<file path="src/rtl/pam_frame_serializer.sv">
// PAM frame serializer: gathers CHANNELS words of BYTES_PER_WORD bytes from a show-ahead FIFO
// once per frame tick, then shifts them out with a generated bit clock and active-low frame sync.
module pam_frame_serializer #(
  parameter int unsigned CLKS_PER_FRAME = 400,
  parameter int unsigned CLKS_PER_BCLK  = 4,
  parameter int unsigned BYTES_PER_WORD = 3,
  parameter int unsigned CHANNELS       = 2,
  parameter bit          MSB_FIRST      = 1'b1
) (
  input  logic       clk,
  input  logic       rst,
  input  logic       enable,
  input  logic [7:0] fifo_data,
  input  logic       fifo_empty,
  output logic       fifo_read,
  output logic       nsync,
  output logic       bclk,
  output logic       sdata,
  output logic       frame_done,
  output logic       underrun,
  output logic       late
);

  localparam int unsigned TOTAL_BYTES = BYTES_PER_WORD * CHANNELS;
  localparam int unsigned TOTAL_BITS  = 8 * TOTAL_BYTES;
  localparam int unsigned WORD_BITS   = 8 * BYTES_PER_WORD;
  localparam int unsigned FW = $clog2(CLKS_PER_FRAME);
  localparam int unsigned BW = $clog2(TOTAL_BYTES + 1);
  localparam int unsigned PW = $clog2(CLKS_PER_BCLK);
  localparam int unsigned CW = (CHANNELS > 1) ? $clog2(CHANNELS) : 1;
  localparam int unsigned KW = $clog2(WORD_BITS);
  localparam int unsigned IW = $clog2(TOTAL_BITS);

  typedef enum logic [1:0] {StIdle, StLoad, StShift} state_e;

  state_e                state_q, state_d;
  logic [FW-1:0]         frm_q, frm_d;
  logic [BW-1:0]         byte_q, byte_d;
  logic [TOTAL_BITS-1:0] buf_q, buf_d;
  logic                  pend_q, pend_d;
  logic [PW-1:0]         ph_q, ph_d;
  logic [CW-1:0]         word_q, word_d;
  logic [KW-1:0]         wbit_q, wbit_d;
  logic                  nsync_q, nsync_d;
  logic                  bclk_q, bclk_d;
  logic                  sdata_q, sdata_d;
  logic                  done_q, done_d;
  logic                  under_q, under_d;
  logic                  late_q, late_d;

  logic          tick;
  logic          last_byte;
  logic          last_bit;
  logic [IW-1:0] wr_sel;

  // Byte i of the frame lives at buf[8*i +: 8]; byte 0 of each word is its most significant byte.
  function automatic logic frame_bit(input logic [TOTAL_BITS-1:0] v, input logic [CW-1:0] w,
                                     input logic [KW-1:0] k);
    int unsigned   p;
    int unsigned   bi;
    logic [IW-1:0] sel;
    p   = MSB_FIRST ? (WORD_BITS - 1 - 32'(k)) : 32'(k);
    bi  = 32'(w) * BYTES_PER_WORD + (BYTES_PER_WORD - 1) - p / 8;
    sel = IW'(bi * 8 + p % 8);
    return v[sel];
  endfunction

  always_comb begin
    tick      = enable && (frm_q == FW'(CLKS_PER_FRAME - 1));
    last_byte = (byte_q == BW'(TOTAL_BYTES - 1));
    last_bit  = (word_q == CW'(CHANNELS - 1)) && (wbit_q == KW'(WORD_BITS - 1));
    wr_sel    = IW'({byte_q, 3'b000});

    state_d   = state_q;
    frm_d     = frm_q;
    byte_d    = byte_q;
    buf_d     = buf_q;
    pend_d    = pend_q;
    ph_d      = ph_q;
    word_d    = word_q;
    wbit_d    = wbit_q;
    nsync_d   = nsync_q;
    bclk_d    = bclk_q;
    sdata_d   = sdata_q;
    done_d    = done_q;
    under_d   = under_q;
    late_d    = late_q;
    fifo_read = 1'b0;

    if (enable) begin
      frm_d   = tick ? '0 : frm_q + FW'(1);
      done_d  = 1'b0;
      under_d = 1'b0;
      late_d  = 1'b0;

      unique case (state_q)
        StIdle: begin
          if (tick) begin
            state_d = StLoad;
            byte_d  = '0;
          end
        end

        StLoad: begin
          // A tick only blocks the pop when the frame would still be incomplete afterwards.
          if (!fifo_empty && (!tick || last_byte)) begin
            fifo_read            = 1'b1;
            buf_d[wr_sel +: 8]   = fifo_data;
            if (last_byte) begin
              state_d = StShift;
              ph_d    = '0;
              word_d  = '0;
              wbit_d  = '0;
              nsync_d = 1'b0;
              bclk_d  = 1'b0;
              sdata_d = frame_bit(buf_d, '0, '0);
              if (tick) begin
                late_d = 1'b1;
                pend_d = 1'b1;
              end
            end else begin
              byte_d = byte_q + BW'(1);
            end
          end else if (tick) begin
            under_d = 1'b1;
            byte_d  = '0;
          end
        end

        StShift: begin
          if (tick) begin
            late_d = 1'b1;
            pend_d = 1'b1;
          end
          if (ph_q == PW'(CLKS_PER_BCLK - 1)) begin
            ph_d = '0;
            if (last_bit) begin
              nsync_d = 1'b1;
              bclk_d  = 1'b1;
              sdata_d = 1'b0;
              done_d  = 1'b1;
              byte_d  = '0;
              pend_d  = 1'b0;
              state_d = (pend_q || tick) ? StLoad : StIdle;
            end else begin
              if (wbit_q == KW'(WORD_BITS - 1)) begin
                wbit_d = '0;
                word_d = word_q + CW'(1);
              end else begin
                wbit_d = wbit_q + KW'(1);
              end
              bclk_d  = 1'b0;
              sdata_d = frame_bit(buf_q, word_d, wbit_d);
            end
          end else begin
            ph_d = ph_q + PW'(1);
            if (ph_q == PW'(CLKS_PER_BCLK / 2 - 1)) begin
              bclk_d = 1'b1;
            end
          end
        end

        default: state_d = StIdle;
      endcase
    end
  end

  always_ff @(posedge clk) begin
    if (rst) begin
      state_q <= StIdle;
      frm_q   <= '0;
      byte_q  <= '0;
      buf_q   <= '0;
      pend_q  <= 1'b0;
      ph_q    <= '0;
      word_q  <= '0;
      wbit_q  <= '0;
      nsync_q <= 1'b1;
      bclk_q  <= 1'b1;
      sdata_q <= 1'b0;
      done_q  <= 1'b0;
      under_q <= 1'b0;
      late_q  <= 1'b0;
    end else begin
      state_q <= state_d;
      frm_q   <= frm_d;
      byte_q  <= byte_d;
      buf_q   <= buf_d;
      pend_q  <= pend_d;
      ph_q    <= ph_d;
      word_q  <= word_d;
      wbit_q  <= wbit_d;
      nsync_q <= nsync_d;
      bclk_q  <= bclk_d;
      sdata_q <= sdata_d;
      done_q  <= done_d;
      under_q <= under_d;
      late_q  <= late_d;
    end
  end

  assign nsync      = nsync_q;
  assign bclk       = bclk_q;
  assign sdata      = sdata_q;
  assign frame_done = done_q;
  assign underrun   = under_q;
  assign late       = late_q;

endmodule

</file>
<file path="config.mk">
export PLATFORM = sky130hd
export DESIGN_NAME = pam_frame_serializer
export DESIGN_NICKNAME = d
export VERILOG_FILES = /design/src/rtl/pam_frame_serializer.sv
export SDC_FILE = /design/constraint.sdc
export NUM_CORES = 1
export LEC_CHECK = 0
export ABC_AREA = 1
export ABC_CLOCK_PERIOD_IN_PS = 4500
export BUFFER_PORTS_ARGS = -buffer_cell sky130_fd_sc_hd__buf_2
export CELL_PAD_IN_SITES_DETAIL_PLACEMENT = 1
export CELL_PAD_IN_SITES_GLOBAL_PLACEMENT = 1
export CORE_ASPECT_RATIO = 0.6
export CORE_UTILIZATION = 49
export DETAILED_ROUTE_END_ITERATION = 6
export HOLD_SLACK_MARGIN = 0.15
export PLACE_DENSITY = 0.83
export SYNTH_ARGS = -nofsm -noshare
export SYNTH_HDL_FRONTEND = slang
export SYNTH_SLANG_ARGS = --single-unit
</file>
<file path="constraint.sdc">
create_clock -name clk -period 4.5 [get_ports clk]
set_clock_uncertainty 0.05 [all_clocks]
set_input_delay 0.675 -clock clk [delete_from_list [all_inputs] [get_ports clk]]
set_output_delay 0.675 -clock clk [all_outputs]
set_load 0.005 [all_outputs]
</file>
# Word-level counts from Yosys, hierarchy flattened
# Cells that the tools add are included.
[word_totals]
wordCells = 131
inputBits = 12
out_inout_bits = 7
ff_bits = 77
[classes]
multipliers = 1
add_sub_neg = 10
n_reduce_logical = 18
muxes = 70
n_lt_le_gt_ge = 1
n_shift = 2
n_eq_ne = 15
[op_table]
columns = ["op", "count"]
rows = [
  ["48-bit bitwise mux", 1],
  ["8-bit by 8-bit variable shift with 48-bit output (first input constant)", 1],
  ["8-bit by 8-bit indexed part select with 48-bit output", 1],
  ["5-bit 2-to-1 mux", 9],
  ["1-bit 2-to-1 mux", 35],
  ["6-bit AND reduction", 3],
  ["2-bit 2-to-1 mux", 8],
  ["3-bit 2-to-1 mux", 5],
  ["5-bit AND reduction", 3],
  ["2-bit inequality test (second input constant)", 6],
  ["1-bit case mux with 2 select lines", 6],
  ["5-bit case mux with 2 select lines", 1],
  ["9-bit by 1-bit adder with 9-bit output (second input constant)", 1],
  ["9-bit equality test (second input constant)", 1],
  ["9-bit 2-to-1 mux", 1],
  ["3-bit case mux with 3 select lines", 1],
  ["6-bit negator with 8-bit output", 1],
  ["6-bit by 7-bit < comparator with 1-bit output (second input constant)", 1],
  ["6-bit by 3-bit adder with 6-bit output", 1],
  ["1-bit binary-select mux with 6-bit select", 1],
  ["3-bit inequality test (second input constant)", 2],
  ["2-bit case mux with 3 select lines", 1],
  ["5-bit by 5-bit subtractor with 6-bit output (first input constant)", 1],
  ["5-bit by 1-bit adder with 5-bit output (second input constant)", 1],
  ["other kinds (19)", 25],
]

# Logic depth before layout (Yosys ltp)
[depth]
word_depth = 15
mapped_depth = 18
depth_no_buf = 17

# Least setup slack after synthesis
# OpenSTA, ideal clock, no wires.
[synth_timing]
path_kind = "register to register"
start = "register wbit_q[0]"
end = "register sdata_q (netlist: sdata)"
slack_ns = 1.584
stages_incl_launch_ff = 19
setup_ns = 0.070
synth_period_minus_slack_ns = 2.916
required_ns = 4.380
t_arrival_ns = 2.796
path_buffers = 1
path_cell_list = "dfxtp_1 -> ha_1 -> nand2_1 -> inv_1 -> nand2_1 -> clkbuf_1 -> o21ai_0 -> a21oi_1 -> ha_1 -> inv_1 -> ha_1 -> inv_1 -> ha_1 -> xor2_1 -> xor2_1 -> inv_1 -> a21oi_1 -> nand2_1 -> a21oi_1"
[synth_via]
elab_chain_cells = 15
word_cells_on_any_way = 23
cone_classes = "add/sub (5); mul (1); eq/ne (1); mux (15); reduce/logical (1)"
[synth_lines]
columns = ["item", "line_no", "source"]
rows = [
  ["start, declared", "43", "logic [KW-1:0] wbit_q, wbit_d;"],
  ["start signal, assigned", "192", "wbit_q <= wbit_d;"],
  ["5-bit equality test", "71, 146", ""],
  ["1-bit 2-to-1 mux", "146", "if (wbit_q == KW'(WORD_BITS - 1)) begin"],
  ["1-bit 2-to-1 mux", "137", "if (last_bit) begin"],
  ["1-bit 2-to-1 mux", "135", "if (ph_q == PW'(CLKS_PER_BCLK - 1)) begin"],
  ["1-bit 2-to-1 mux", "96", "unique case (state_q)"],
  ["1-bit 2-to-1 mux", "90", "if (enable) begin"],
  ["1-bit by 2-bit multiplier with 3-bit output", "63", "bi = 32'(w) * BYTES_PER_WORD + (BYTES_PER_WORD - 1) - p / 8;"],
  ["3-bit by 2-bit adder with 3-bit output", "63", ""],
  ["3-bit subtractor", "63", ""],
  ["6-bit by 3-bit adder with 6-bit output", "64", "sel = IW'(bi * 8 + p % 8);"],
  ["1-bit binary-select mux with 6-bit select", "65", "return v[sel];"],
  ["1-bit 2-to-1 mux (not written as such)", "65", ""],
  ["1-bit 2-to-1 mux *", "137", ""],
  ["1-bit 2-to-1 mux *", "135", ""],
  ["1-bit case mux with 2 select lines *", "96", ""],
  ["end signal, assigned", "195", "sdata_q <= sdata_d;"],
  ["end, declared", "46", "logic sdata_q, sdata_d;"],
]
# Every way passes the cells marked *; elsewhere a longest branch is shown, timed or not. The select of a mux whose other input is x is not followed.
# A chain may end at the register's enable or synchronous reset.

# Final worst setup path
# Same ends and word-level chain as after synthesis.

==> results.py <==
metrics = {
    "run_status": {
        "status": "completed",
    },
    "synth": {
        "synthFlopType": "dfxtp_1",
        "post_synthesis_sequential_element_count": 77,
        "synth-async-reset-ratio": 0,
        "synth_enable_flop_cells": 0,
        "synth.net_count": 580,
        "post_synth_num_cell_types": 42,
        "syn-cell-area_um2": 4050,
        "synth_area_per_cell_um2": 7.35,
        "synth_cells": 551,
        "ys.warnings.count": 0,
        "synth_seq_area_share": 0.381,
    },
    "setup_path": {
        "crit_family": "adder cells",
        "crit_path_start_kind": "flop",
        "sequence_of_cells_on_the_critical_path": "ha_1, nand2_1, inv_1, nand2_1, o21ai_0, a21oi_1, ha_1, inv_1, ha_1, inv_1, ha_1, xor2_1, xor2_1, inv_1, a21oi_1, nand2_1, a21oi_1",
        "critPathBufInv": 4,
        "critical_r2r_launch": "wbit_q[0]",
        "cpMaxStageDelayCell": "nand2_1",
        "cp_data_required_time_ps": 4720,
        "worst_setup_path_startpoint": "wbit_q[0]",
        "critical_path.max_fanout": 16,
        "setup.worst_path.end_class": "flop",
        "cp_data_arrival_time_ps": 3500,
        "critical_path_class": "flop to flop",
        "crit_path_max_cell_delay_ps": 450,
    },
    "clock_tree": {
        "cts-buffers-inserted": 9,
        "clk_path_buf_depth": 2,
        "ctsResizeCount": 0,
        "cts.htree.levels": 3,
        "cts.sinks": 77,
        "insertion_delay_ps": 340,
        "cts_post_setup_buffers_inserted": 0,
        "clockRootBuffer": "clkbuf_16",
        "clk_pin_slew_ps": 60,
        "postCtsHoldBufs": 0,
        "cts_tree": "yes",
    },
    "routing": {
        "wl_per_cell_um": 18.5,
        "avgViaCountPerCell": 5.75,
        "antenna_violating_nets_post_route": 0,
        "wirelength_um": 12500,
        "routed-via-count": 3868,
        "initialDrtViolationCount": 356,
        "dr.pass1.iters": 5,
        "detail_route.drc_violations": 0,
    },
    "cells_and_area": {
        "filler_cell_count": 1033,
        "area_growth_pct": 9.46,
        "most_frequent_standard_cell_in_the_layout_excluding_fill_and_tap_cells": "inv_1",
        "finish.net_count": 589,
        "finish.utilization": 0.558,
        "n_antenna_cell": 0,
        "most-common-layout-cells": "inv_1 (85), dfxtp_1 (77), nand2_1 (63), nand3_1 (63), a21oi_1 (63)",
        "layout-drive-gt1-share": 0.0920,
    },
    "hold_path": {
        "hp_class": "flop to flop",
        "min_from": "buf_q[4]",
    },
    "grt": {
        "groute.usage.overall": 0.312,
        "grt-ovfl-total": 0,
        "vias_in_the_first_global_route": 3847,
        "largest_net_degree_at_the_start_of_global_routing": 42,
        "antenna_violations_before_repair": 0,
        "grt_pass1_wl_um": 20500,
    },
    "pwr": {
        "p_clk_frac": 0.482,
        "pwr_density_cell_nw_per_um2": 325,
        "leakagePower_nw": 1.72,
        "intPower_w": 0.00110,
        "ir_drop_v": 0.000212,
        "net-switching-power_w": 0.000338,
        "power.share.combinational": 0.041,
        "pwr-share-seq": 0.477,
        "power_switching_share": 0.235,
    },
    "timing": {
        "final_min_period_over_clock_period": 0.728,
        "maxSlewHeadroom": 0.439,
        "fin_tns_setup_ps": 0,
        "report.final.setup_viol": 0,
        "timing.final.max_slew_violations": 0,
        "grt_setup_unrepaired": "false",
        "hold_viol": 0,
        "finalCriticalPeriod_ps": 3270,
        "timing.fmax_mhz": 305,
        "worst_pin_slew_ps": 839,
    },
    "die": {
        "initial_core_util": 0.510,
        "floorplan_core_area_um2": 7950,
        "vert_die_dim_um": 72.4,
        "design.die.area_um2": 8640,
        "design.portCount": 19,
        "die_width_um": 119,
        "rows": 25,
    },
    "place": {
        "detailedPlacementHpwl_um": 8790,
        "place_congestion": 0.801,
        "port_buffers": 18,
    },
    "flow_run": {
        "timing.max_cap.violations": 0,
    },
}
## routing by layer
metal	global-route usage	vias up	wire length (µm)
li1	-	1858	-
met1	0.439	1905	6230
met2	0.482	87	5530
met3	0.0621	18	538
met4	0.0972	0	180
met5	0	-	0
## sequential cells by signal, indices dropped and copies added (netlist names)
register,count
bclk,1
frm_q,9
byte_q,3
late,1
buf_q,48
underrun,1
ph_q,2
state_q,2
sdata,1
word_q,1
frame_done,1
nsync,1
wbit_q,5
pend_q,1
## power by group through the flow
stage | logic (W) | registers (W) | clock network, W
4_1_cts | 0.0000579 | 0.000687 | 0.000700
5_1_grt | 0.0000658 | 0.000687 | 0.000729
3_3_place_gp | 0.0000546 | 0.000702 | 0
2_1_floorplan | 0.0000322 | 0.000701 | 0
6_report | 0.0000594 | 0.000687 | 0.000693
3_5_place_dp | 0.0000572 | 0.000702 | 0
## synthesized netlist by cell type, drive strengths merged (4+ instances only)
master / count / area (µm²)
a211oi: 6 / 45.0
a21oi: 65 / 333
buf: 10 / 88.8
clkbuf: 11 / 41.3
dfxtp: 77 / 1540
ha: 17 / 213
inv: 85 / 319
nand2: 67 / 285
nand3: 64 / 333
nand4: 12 / 118
nor2: 46 / 183
nor3: 6 / 35.0
nor4: 4 / 40.0
o21ai: 60 / 308
xor2: 4 / 35.0
## tightest hold or removal path, cell delays in order (launching register included)
cell	delay, ps
dfxtp_1	310
inv_1	50
a21oi_1	50
## through the flow
| stage | setup slack, ps | cell area [µm²] | instances | total power [W] | hold slack [ps] |
|---|---|---|---|---|---|
| finish | 1230 | 4430 | 673 | 0.00144 | 400 |
| global route | 932 | 4430 | 673 | 0.00148 | 415 |
| CTS | 1240 | 4430 | 673 | 0.00144 | 397 |
| detailed placement | 1270 | 4150 | 657 | 0.000759 | 388 |
| global placement | 1440 | 4150 | 657 | 0.000756 | 382 |
| floorplan | 1580 | 4050 | 551 | 0.000734 | 374 |
## worst paths after layout
check | to | slack, ps | cells after the start
max | sdata | 1230 | 17
min | buf_q[4] | 400 | 2
max reg2reg | sdata | 1230 | 17
min reg2reg | buf_q[4] | 400 | 2
## cell type report
cell class | instances | area, µm² | share of cell area
Tap cell | 108 | 135 | 0.0305
Inverter | 86 | 323 | 0.0728
Clock buffer | 13 | 260 | 0.0587
Timing Repair Buffer | 19 | 97.6 | 0.0220
Clock inverter | 3 | 20.0 | 0.00452
Sequential cell | 77 | 1540 | 0.348
Multi-Input combinational cell | 367 | 2050 | 0.464
## cells by family (layout without fill, tap and decap cells)
group / Yosys count / in the layout / synth area share
AO/OA/AOI/OAI: 141 / 141 / 0.190
buffers and inverters: 107 / 121 / 0.112
AND/OR/NAND/NOR: 205 / 205 / 0.256
XOR/XNOR: 4 / 4 / 0.00865
adder cells (fa/ha/maj): 17 / 17 / 0.0525
flip-flops: 77 / 77 / 0.381
Power figures use the tool's default switching activity.
